===== src/rtl/quad_decoder.sv =====
// Quadrature front end: synchronises and glitch-filters A/B, then decodes Gray-code moves
// into a one-cycle step strobe, a held direction level and a sticky illegal-jump flag.
module quad_decoder #(
   parameter int SYNC_STAGES = 2,
   parameter int FILT_W      = 3,
   parameter int FILT_CNT    = 4
) (
   input  logic       clk,
   input  logic       rst,
   input  logic       a_in,
   input  logic       b_in,
   input  logic       en,
   input  logic       err_clr,
   output logic       step,
   output logic       up_down,
   output logic       err,
   output logic [1:0] state,
   output logic       ready
);

   typedef enum logic {
      ST_INIT  = 1'b0,
      ST_TRACK = 1'b1
   } fsm_t;

   localparam logic [FILT_W-1:0] CNT_LAST = FILT_W'(FILT_CNT - 1);
   localparam logic [FILT_W-1:0] CNT_ONE  = FILT_W'(1);
   localparam logic [FILT_W-1:0] CNT_ZERO = FILT_W'(0);

   // Position of a code along the forward cycle 00 -> 01 -> 11 -> 10.
   function automatic logic [1:0] gray_pos(input logic [1:0] code);
      logic [1:0] pos;
      case (code)
         2'b00:   pos = 2'd0;
         2'b01:   pos = 2'd1;
         2'b11:   pos = 2'd2;
         2'b10:   pos = 2'd3;
         default: pos = 2'd0;
      endcase
      return pos;
   endfunction

   logic [SYNC_STAGES-1:0] a_sync_q, a_sync_d;
   logic [SYNC_STAGES-1:0] b_sync_q, b_sync_d;
   fsm_t                   fsm_q, fsm_d;
   logic [FILT_W-1:0]      init_cnt_q, init_cnt_d;
   logic [1:0]             ab_last_q, ab_last_d;
   logic [FILT_W-1:0]      a_cnt_q, a_cnt_d;
   logic [FILT_W-1:0]      b_cnt_q, b_cnt_d;
   logic [1:0]             state_q, state_d;
   logic [1:0]             prev_q, prev_d;
   logic                   step_q, step_d;
   logic                   up_down_q, up_down_d;
   logic                   err_q, err_d;
   logic                   ready_q, ready_d;

   logic                   a_s, b_s;
   logic                   err_set_s;
   logic [1:0]             pos_diff_s;

   assign a_s = a_sync_q[SYNC_STAGES-1];
   assign b_s = b_sync_q[SYNC_STAGES-1];

   // Next-state logic for synchronisers, FSM, filters and decode.
   always_comb begin
      a_sync_d   = {a_sync_q[SYNC_STAGES-2:0], a_in};
      b_sync_d   = {b_sync_q[SYNC_STAGES-2:0], b_in};
      fsm_d      = fsm_q;
      init_cnt_d = init_cnt_q;
      ab_last_d  = ab_last_q;
      a_cnt_d    = a_cnt_q;
      b_cnt_d    = b_cnt_q;
      state_d    = state_q;
      prev_d     = prev_q;
      step_d     = 1'b0;
      up_down_d  = up_down_q;
      err_set_s  = 1'b0;
      pos_diff_s = gray_pos(state_q) - gray_pos(prev_q);

      case (fsm_q)
         ST_INIT: begin
            if ({a_s, b_s} == ab_last_q) begin
               if (init_cnt_q == CNT_LAST) begin
                  state_d    = {a_s, b_s};
                  prev_d     = {a_s, b_s};
                  fsm_d      = ST_TRACK;
                  init_cnt_d = CNT_ZERO;
               end else begin
                  init_cnt_d = init_cnt_q + CNT_ONE;
               end
            end else begin
               init_cnt_d = CNT_ZERO;
               ab_last_d  = {a_s, b_s};
            end
         end
         ST_TRACK: begin
            prev_d = state_q;
            if (a_s != state_q[1]) begin
               if (a_cnt_q == CNT_LAST) begin
                  state_d[1] = a_s;
                  a_cnt_d    = CNT_ZERO;
               end else begin
                  a_cnt_d = a_cnt_q + CNT_ONE;
               end
            end else begin
               a_cnt_d = CNT_ZERO;
            end
            if (b_s != state_q[0]) begin
               if (b_cnt_q == CNT_LAST) begin
                  state_d[0] = b_s;
                  b_cnt_d    = CNT_ZERO;
               end else begin
                  b_cnt_d = b_cnt_q + CNT_ONE;
               end
            end else begin
               b_cnt_d = CNT_ZERO;
            end
         end
         default: begin
            fsm_d = ST_INIT;
         end
      endcase

      // Decode the commit made last cycle, one cycle behind the state register.
      if (en && (prev_q != state_q)) begin
         if ((prev_q ^ state_q) == 2'b11) begin
            err_set_s = 1'b1;
         end else begin
            step_d    = 1'b1;
            up_down_d = (pos_diff_s == 2'd1);
         end
      end else begin
         step_d = 1'b0;
      end

      err_d = err_q;
      if (err_clr) begin
         err_d = 1'b0;
      end else begin
         err_d = err_q;
      end
      if (err_set_s) begin
         err_d = 1'b1;
      end else begin
         err_d = err_d;
      end
      ready_d = (fsm_d == ST_TRACK);
   end

   // State registers with asynchronous active-low reset.
   always_ff @(posedge clk or negedge rst) begin
      if (!rst) begin
         a_sync_q   <= {SYNC_STAGES{1'b0}};
         b_sync_q   <= {SYNC_STAGES{1'b0}};
         fsm_q      <= ST_INIT;
         init_cnt_q <= CNT_ZERO;
         ab_last_q  <= 2'b00;
         a_cnt_q    <= CNT_ZERO;
         b_cnt_q    <= CNT_ZERO;
         state_q    <= 2'b00;
         prev_q     <= 2'b00;
         step_q     <= 1'b0;
         up_down_q  <= 1'b1;
         err_q      <= 1'b0;
         ready_q    <= 1'b0;
      end else begin
         a_sync_q   <= a_sync_d;
         b_sync_q   <= b_sync_d;
         fsm_q      <= fsm_d;
         init_cnt_q <= init_cnt_d;
         ab_last_q  <= ab_last_d;
         a_cnt_q    <= a_cnt_d;
         b_cnt_q    <= b_cnt_d;
         state_q    <= state_d;
         prev_q     <= prev_d;
         step_q     <= step_d;
         up_down_q  <= up_down_d;
         err_q      <= err_d;
         ready_q    <= ready_d;
      end
   end

   assign step    = step_q;
   assign up_down = up_down_q;
   assign err     = err_q;
   assign state   = state_q;
   assign ready   = ready_q;

endmodule


===== config.mk =====
export PLATFORM = sky130hd
export DESIGN_NAME = quad_decoder
export DESIGN_NICKNAME = d
export VERILOG_FILES = /design/src/rtl/quad_decoder.sv
export SDC_FILE = /design/constraint.sdc
export NUM_CORES = 1
export LEC_CHECK = 0
export BUFFER_PORTS_ARGS = -buffer_cell sky130_fd_sc_hd__buf_4
export CORE_MARGIN = 10
export CORE_UTILIZATION = 50
export CTS_CLUSTER_SIZE = 24
export DETAILED_ROUTE_END_ITERATION = 12
export PLACE_DENSITY = 0.7
export SKIP_CTS_REPAIR_TIMING = 1
export SLEW_MARGIN = 10
export SYNTH_ARGS = -nofsm -noshare
export SYNTH_HDL_FRONTEND = slang
export SYNTH_SLANG_ARGS = --single-unit
export TNS_END_PERCENT = 20

===== constraint.sdc =====
create_clock -name clk -period 2.27 [get_ports clk]
set_clock_uncertainty 0.05 [all_clocks]
set_input_delay 0.1135 -clock clk [delete_from_list [all_inputs] [get_ports clk]]
set_output_delay 0.1135 -clock clk [all_outputs]
set_load 0.02 [all_outputs]

Yosys cells after proc, flatten, opt, wreduce, memory -nomap -nowiden
Cells that the tools add are included.
{ "classes": {"add_sub_neg": 4, "muxes": 25, "reduce_logical": 9, "n_eq_ne": 21, "bitwise_logic": 4} }
{ "ops": {"columns": ["cell", "count"], "rows": [
  ["3-bit 2-to-1 mux", 6],
  ["2-bit one-hot mux with 4 select lines", 2],
  ["1-bit 2-to-1 mux", 13],
  ["2-bit equality test (second input constant)", 5],
  ["3-bit by 1-bit adder with 3-bit output (second input constant)", 3],
  ["3-bit by 2-bit equality test with 1-bit output (second input constant)", 3],
  ["2-bit by 1-bit inequality test with 1-bit output (second input constant)", 4],
  ["2-bit one-hot mux with 2 select lines", 2],
  ["4-bit AND reduction", 2],
  ["2-bit by 1-bit equality test with 1-bit output (second input constant)", 3],
  ["2-bit AND reduction", 3],
  ["2-bit logical NOT", 2],
  ["2-bit 2-to-1 mux", 2],
  ["2-bit inequality test (second input constant)", 2],
  ["1-bit inverter", 3],
  ["2-bit equality test", 1],
  ["1-bit inequality test", 2],
  ["2-bit inequality test", 1],
  ["2-bit nonzero test", 1],
  ["2-bit subtractor", 1],
  ["2-bit bitwise XOR", 1],
  ["1-bit logical AND", 1]
]} }
{ "totals": {"inputBits": 6, "wordCells": 76, "reg_bits": 23, "output_inout_bits": 6} }

Longest topological paths before layout
Gate-level depths: netlist of run 1.
{ "logic_depth": {"word_depth": 5, "ltp_mapped": 5} }

Least setup slack after synthesis of run 1
OpenSTA, ideal clock, no wires.
{ "synth_path": {"kind": "reg2reg", "from": "reg init_cnt_q[0]", "to": "reg prev_q[0]", "stages_incl_launch_ff": 6, "arrival_time_ns": 1.410, "path_slack_ns": 0.686, "setup_time_ns": 0.125, "n_path_buf": 0, "path_cell_list": "dfrtp_1 > ha_1 > nor2b_1 > nand3_2 > mux2_1 > mux2_2"} }
{ "synth_via": {"elab_chain_len": 3} }
{ "synth_rtl": {"columns": ["element", "line", "text"], "rows": [
  ["from (decl)", "46", "logic [FILT_W-1:0] init_cnt_q, init_cnt_d;"],
  ["from (signal assigned)", "170", "init_cnt_q <= init_cnt_d;"],
  ["3-bit by 2-bit equality test with 1-bit output", "83", "if (init_cnt_q == CNT_LAST) begin"],
  ["2-bit inequality test (no line)", null, null],
  ["2-bit AND reduction (no line)", null, null],
  ["to (signal assigned)", "175", "prev_q <= prev_d;"],
  ["to (decl)", "51", "logic [1:0] prev_q, prev_d;"]
]} }
Every way passes these cells.
A chain may end at the register's enable or synchronous reset.

Worst setup path after layout of run 1
{ "layout_path": {"from": "reg init_cnt_q[0]", "to": "reg prev_q[1]"} }
Same word-level chain as after synthesis.

==> results of run 1 <==
==> registers in the layout, summed over array words and instances (netlist names) <==
signal,count
a_cnt_q,3
a_sync_q,2
ab_last_q,2
b_cnt_q,3
b_sync_q,2
err,1
init_cnt_q,3
prev_q,2
ready,1
state,2
step,1
up_down,1
==> Yosys cell counts <==
| cell | n |
|---|---|
| dfrtp_1 | 22 |
| inv_1 | 9 |
| nand2_1 | 7 |
| xnor2_1 | 6 |
| mux2_2 | 5 |
| o21ai_0 | 5 |
| ha_1 | 4 |
| mux2_1 | 4 |
| nand2b_1 | 3 |
| nor2_1 | 3 |
| clkbuf_1 | 2 |
| nor2b_1 | 2 |
| o21ai_1 | 2 |
| o22ai_1 | 2 |
| xor2_1 | 2 |
| a21boi_0 | 1 |
| a21o_1 | 1 |
| a21oi_1 | 1 |
| and2_1 | 1 |
| dfstp_2 | 1 |
| nand3_1 | 1 |
| nand3_2 | 1 |
| nand3b_1 | 1 |
| nor4_1 | 1 |
| o2111ai_1 | 1 |
| o21a_1 | 1 |
| o32ai_2 | 1 |
| o41ai_1 | 1 |
==> routing by layer <==
metal	track usage, %	up-vias	wire length, um
met3	4.58	2	123
met5	0	-	0
met2	12.7	15	744
li1	-	345	-
met1	9.13	330	716
met4	2.41	0	16
==> kinds of logic (layout without fill, tap and decap cells) <==
| logic type | Yosys count | after routing | synth area share, % |
|---|---|---|---|
| AOI/OAI and AO/OA | 16 | 16 | 10.3 |
| xor gates and xnor gates | 8 | 8 | 6.66 |
| adders and majority gates | 4 | 4 | 4.76 |
| buffers and inverters | 11 | 28 | 3.92 |
| DFF | 23 | 23 | 54.8 |
| muxes | 9 | 9 | 9.63 |
| and+or+nand+nor | 20 | 20 | 9.87 |
==> worst max-delay path, stage by stage, from the launching register on <==
cell and delay [ns]:
dfrtp_1 0.39, ha_1 0.17, nor2b_1 0.24, nand3_2 0.17, mux2_1 0.34, mux2_2 0.26
==> how the worst max path moves through the flow <==
stage | from | end | slack (ns) | cells past startpoint
after floorplan | init_cnt_q[0] | prev_q[0] | 0.69 | 5
after global placement | init_cnt_q[0] | prev_q[1] | 0.64 | 5
after detailed placement | init_cnt_q[0] | prev_q[1] | 0.58 | 5
after CTS | init_cnt_q[0] | prev_q[0] | 0.56 | 5
after global routing | init_cnt_q[0] | prev_q[0] | 0.43 | 5
final | init_cnt_q[0] | prev_q[1] | 0.57 | 5
==> layout make-up <==
class	instances	area, sq um
fill	170	754
multi-input combinational	57	434
tap	27	33.8
timing repair buffer	15	123
clock buffer	4	26.3
inverter	9	33.8
sequential	23	577
==> per-stage QoR <==
step           std cells  hold slack (ns)  setup slack (ns)  cell area [sq um]  power, mW
2_1_floorplan         91           -0.232             0.686               1050      0.846
3_3_place_gp         127          -0.0322             0.644               1160      0.935
3_5_place_dp         127          -0.0328             0.579               1160      0.955
4_1_cts              131           -0.373             0.562               1190       1.13
5_1_grt              135           0.0122             0.432               1230       1.21
6_report             135        -0.000659             0.568               1230       1.12
==> cells in the final DEF (no fill, tap or decap), drive strengths merged, types with 4 or more instances in the layout <==
cell	Yosys	layout
mux2	9	9
o21ai	7	7
buf	0	11
clkbuf	2	4
ha	4	4
dlygate4sd3	0	4
inv	9	9
dfrtp	22	22
nand2	7	7
xnor2	6	6
==> power by group <==
part | total [mW] | switching [mW] | leakage [nW] | internal (mW)
sequential | 0.596 | 0.0951 | 0.297 | 0.501
clock | 0.175 | 0.107 | 0.0150 | 0.0684
combinational | 0.348 | 0.170 | 0.270 | 0.178
total | 1.12 | 0.372 | 0.582 | 0.747
==> results.toml, run 1 <==
[status]
status = "finished, violations left"
violations = "negative hold slack"

[global_routing]
grt_max_degree = 26
grt_pass1_vias = 666
globalRouteOverflowTotal = 0
antenna_found_initial = 0
grtUsageTotal_pct = 8.09
grt_pass1_wl_um = 2790

[detailed_routing]
dr.pass1.iters = 3
vias = 692
wl_um = 1600
routedWlPerCell_um = 11.9
vias_per_cell = 5.13
ant_nets = 0
drc = 0
drt_iter0_drc = 7

[clocking]
clockBufferDepth = 2
clk_latency_ns = 0.30
clock-sinks = 23
cts_tree = "done"
cts-buffers-inserted = 3
htreeDepth = 1
ctsRootBufferMaster = "clkbuf_4"
clk_pin_slew_ns = 0.11

[placement]
port_buffers = 11
gp_congestion = 0.666
dp_hpwl_um = 1190

[timing]
hold_viol = 1
holdWs_ns = -0.000659
fmax_mhz = 587
fin_crit_sh_pct = 75.0
min_period_ns = 1.70
tns_ns = 0
setup-violations-final = 0
rsz0062_at_grt = "false"
tightestPinTransition_ns = 0.716
final_max_slew_viol_count = 0
slew_headroom_pct = 52.3

[yosys]
synth.avg_cell_area_sq_um = 11.6
syn_area_sq_um = 1050
yosysSeqAreaShare_pct = 54.8
yosys_warnings = 0
ys_types = 28
ys_ff_latch = 23
synth.area.top_cells = "dfrtp_1 52%, mux2_2 5.4%, xnor2_1 5.0%"
synth_nets = 101
synthCells = 91
synth_top_cell_area_share_pct = 52.3
synth_top_cell_by_area = "dfrtp_1"

[worst_setup_path]
path_class = "reg -> reg"
crit_required_ns = 2.41
r2r-end = "prev_q[1]"
cp_max_fo = 5
cp.arrival_ns = 1.85
critPathCaptureType = "flop"
reg2reg_slack_ns = 0.57
r2r-start = "init_cnt_q[0]"
reg2reg_depth = 5
worstSetupStartpointType = "flop"

[floorplanning]
boundaryPins = 12
initial_core_util_pct = 53.1
row_count = 16
core_sq_um = 1980
dieWidth_um = 65.9
fp.dieArea_sq_um = 4340
die_h_um = 65.9

[worst_hold_path]
holdPathEnd = "err"
holdPathStages = 3
hold_class = "in -> reg"
hp-start = "en"

[cells_and_area]
drive_above_1_share_pct = 20.4
finish.utilization_pct = 61.9
antennaDiodeCount = 0
syn_to_final_growth_pct = 16.6
nNetsFinal = 119

[pwr]
leakagePower_nw = 0.582
ir_worst_vdd_v = 0.000511
power.density_nw_per_um2 = 912

[job]
maxCapViolCount = 0
(Power assumes the default switching activity.)
==> run 2: changes to the inputs <==
Settings changed: PLACE_DENSITY 0.7 to 0.73.
Clock period 2.27 ns to 1.5 ns, I/O delays scaled along.
==> results.toml, run 2 (synthesis gave the netlist of run 1 again) <==
[placement]
dp_slack_ns = -0.0754
port_buffers = 11
placed_area_sq_um = 1260
gp_congestion = 0.692
placed_cells = 135
dp_hpwl_um = 1480

[pwr]
leakagePower_nw = 0.653
switchingPower_mw = 0.629
pwr-share-comb_pct = 36.8
intPower_mw = 1.21
swShare_pct = 34.1
p_clk_share_pct = 15.4
ir_worst_vdd_v = 0.000850
power.density_nw_per_um2 = 1360
finalPower_mw = 1.84
p_seq_share_pct = 47.8

[global_routing]
grt_pass1_vias = 747
globalRouteOverflowTotal = 0
grtUsageTotal_pct = 9.62
antenna_found_initial = 0
grt_pass1_wl_um = 3310
grt_max_degree = 24

[cells_and_area]
top_regs = "a_cnt_q: 3 flops, b_cnt_q: 3 flops, init_cnt_q: 3 flops"
fin_cells = 146
antennaDiodeCount = 0
fillers = 143
nNetsFinal = 130
layout_common_cells = "21 x dfrtp_1, 21 x buf_4, 9 x inv_1"
finish.utilization_pct = 68.5
syn_to_final_growth_pct = 29.0
multi_input_area_sq_um = 478
drive_above_1_share_pct = 32.8
seqCellArea_sq_um = 578
fin_area_sq_um = 1360

[clocking]
cts_tree = "done"
clk_latency_ns = 0.30
clk_pin_slew_ns = 0.13
cts-buffers-inserted = 3
clockBufferDepth = 2
ctsRootBufferMaster = "clkbuf_4"
clock-sinks = 23
htreeDepth = 1

[timing]
fmax_mhz = 623
setup-violations-final = 5
fin_crit_sh_pct = 107
holdWs_ns = 0.126
hold_viol = 0
setup_slack_ns = -0.105
slew_headroom_pct = 80.0
rsz0062_at_grt = "true"
min_period_ns = 1.60
final_max_slew_viol_count = 0
tns_ns = -0.229
tightestPinTransition_ns = 0.296

[worst_setup_path]
cp_max_fo = 5
cp.arrival_ns = 1.75
critical-path-top-delay-family = "multiplexers"
path_common_cell = "mux2_4"
critical_path.slowest_cell = "dfrtp_1"
crit_required_ns = 1.65
worstSetupStartpointType = "flop"
critPathCaptureType = "flop"
crit_chain = "ha_2 -> nor2b_4 -> nand3_4 -> mux2_4 -> mux2_4"
path_class = "reg -> reg"
critPathBufInv = 0
max_stage_delay_ns = 0.39

[detailed_routing]
vias = 726
wl_um = 2010
vias_per_cell = 4.97
drc = 0
routedWlPerCell_um = 13.7
ant_nets = 0
drt_iter0_drc = 24
dr.pass1.iters = 4

[floorplanning]
boundaryPins = 12
fp.dieArea_sq_um = 4340
core_sq_um = 1980
dieWidth_um = 65.9
die_h_um = 65.9
initial_core_util_pct = 53.1
row_count = 16

[status]
violations = "negative setup slack"
status = "finished, violations left"

[job]
maxCapViolCount = 0

[worst_hold_path]
hold_class = "in -> async"
run 2: changes by cell type in the layout (fill, tap and decap cells not counted), sizes merged:
cell,delta
buf,+10
dlygate4sd3,+1
run 2: power by group through the flow:
stage	registers, mW	logic, mW	clock network (mW)
floorplan	0.910	0.404	0
global placement	0.879	0.630	0
detailed placement	0.889	0.663	0
CTS	0.876	0.672	0.294
global route	0.897	0.770	0.310
finish	0.880	0.679	0.283
run 2: path summary, 6_finish.rpt:
path	slack (ns)	cells after the start	start	end
hold / removal	0.13	2	rst	b_cnt_q[2]
setup / recovery	-0.10	5	init_cnt_q[0]	prev_q[1]
min in group clk	0.32	0	a_sync_q[0]	a_sync_q[1]
setup reg to reg	-0.10	5	init_cnt_q[0]	prev_q[1]
max in group asynchronous	0.99	2	rst	up_down
hold reg to reg	0.32	0	a_sync_q[0]	a_sync_q[1]
run 2: layout make-up:
class | count | share of cell area [%]
clock buffer | 4 | 1.94
inverter | 9 | 2.49
multi-input combinational | 57 | 35.2
sequential | 23 | 42.6
tap | 27 | 2.49
timing repair buffer | 26 | 15.3
run 2: per-layer routing:
layer | part of all wire (%) | global-route usage [%] | vias to the layer above
li1 | - | - | 364
met1 | 47 | 11.2 | 347
met2 | 49 | 15.3 | 9
met3 | 2.4 | 3.05 | 6
met4 | 1.8 | 5.08 | 0
met5 | 0 | 0 | -
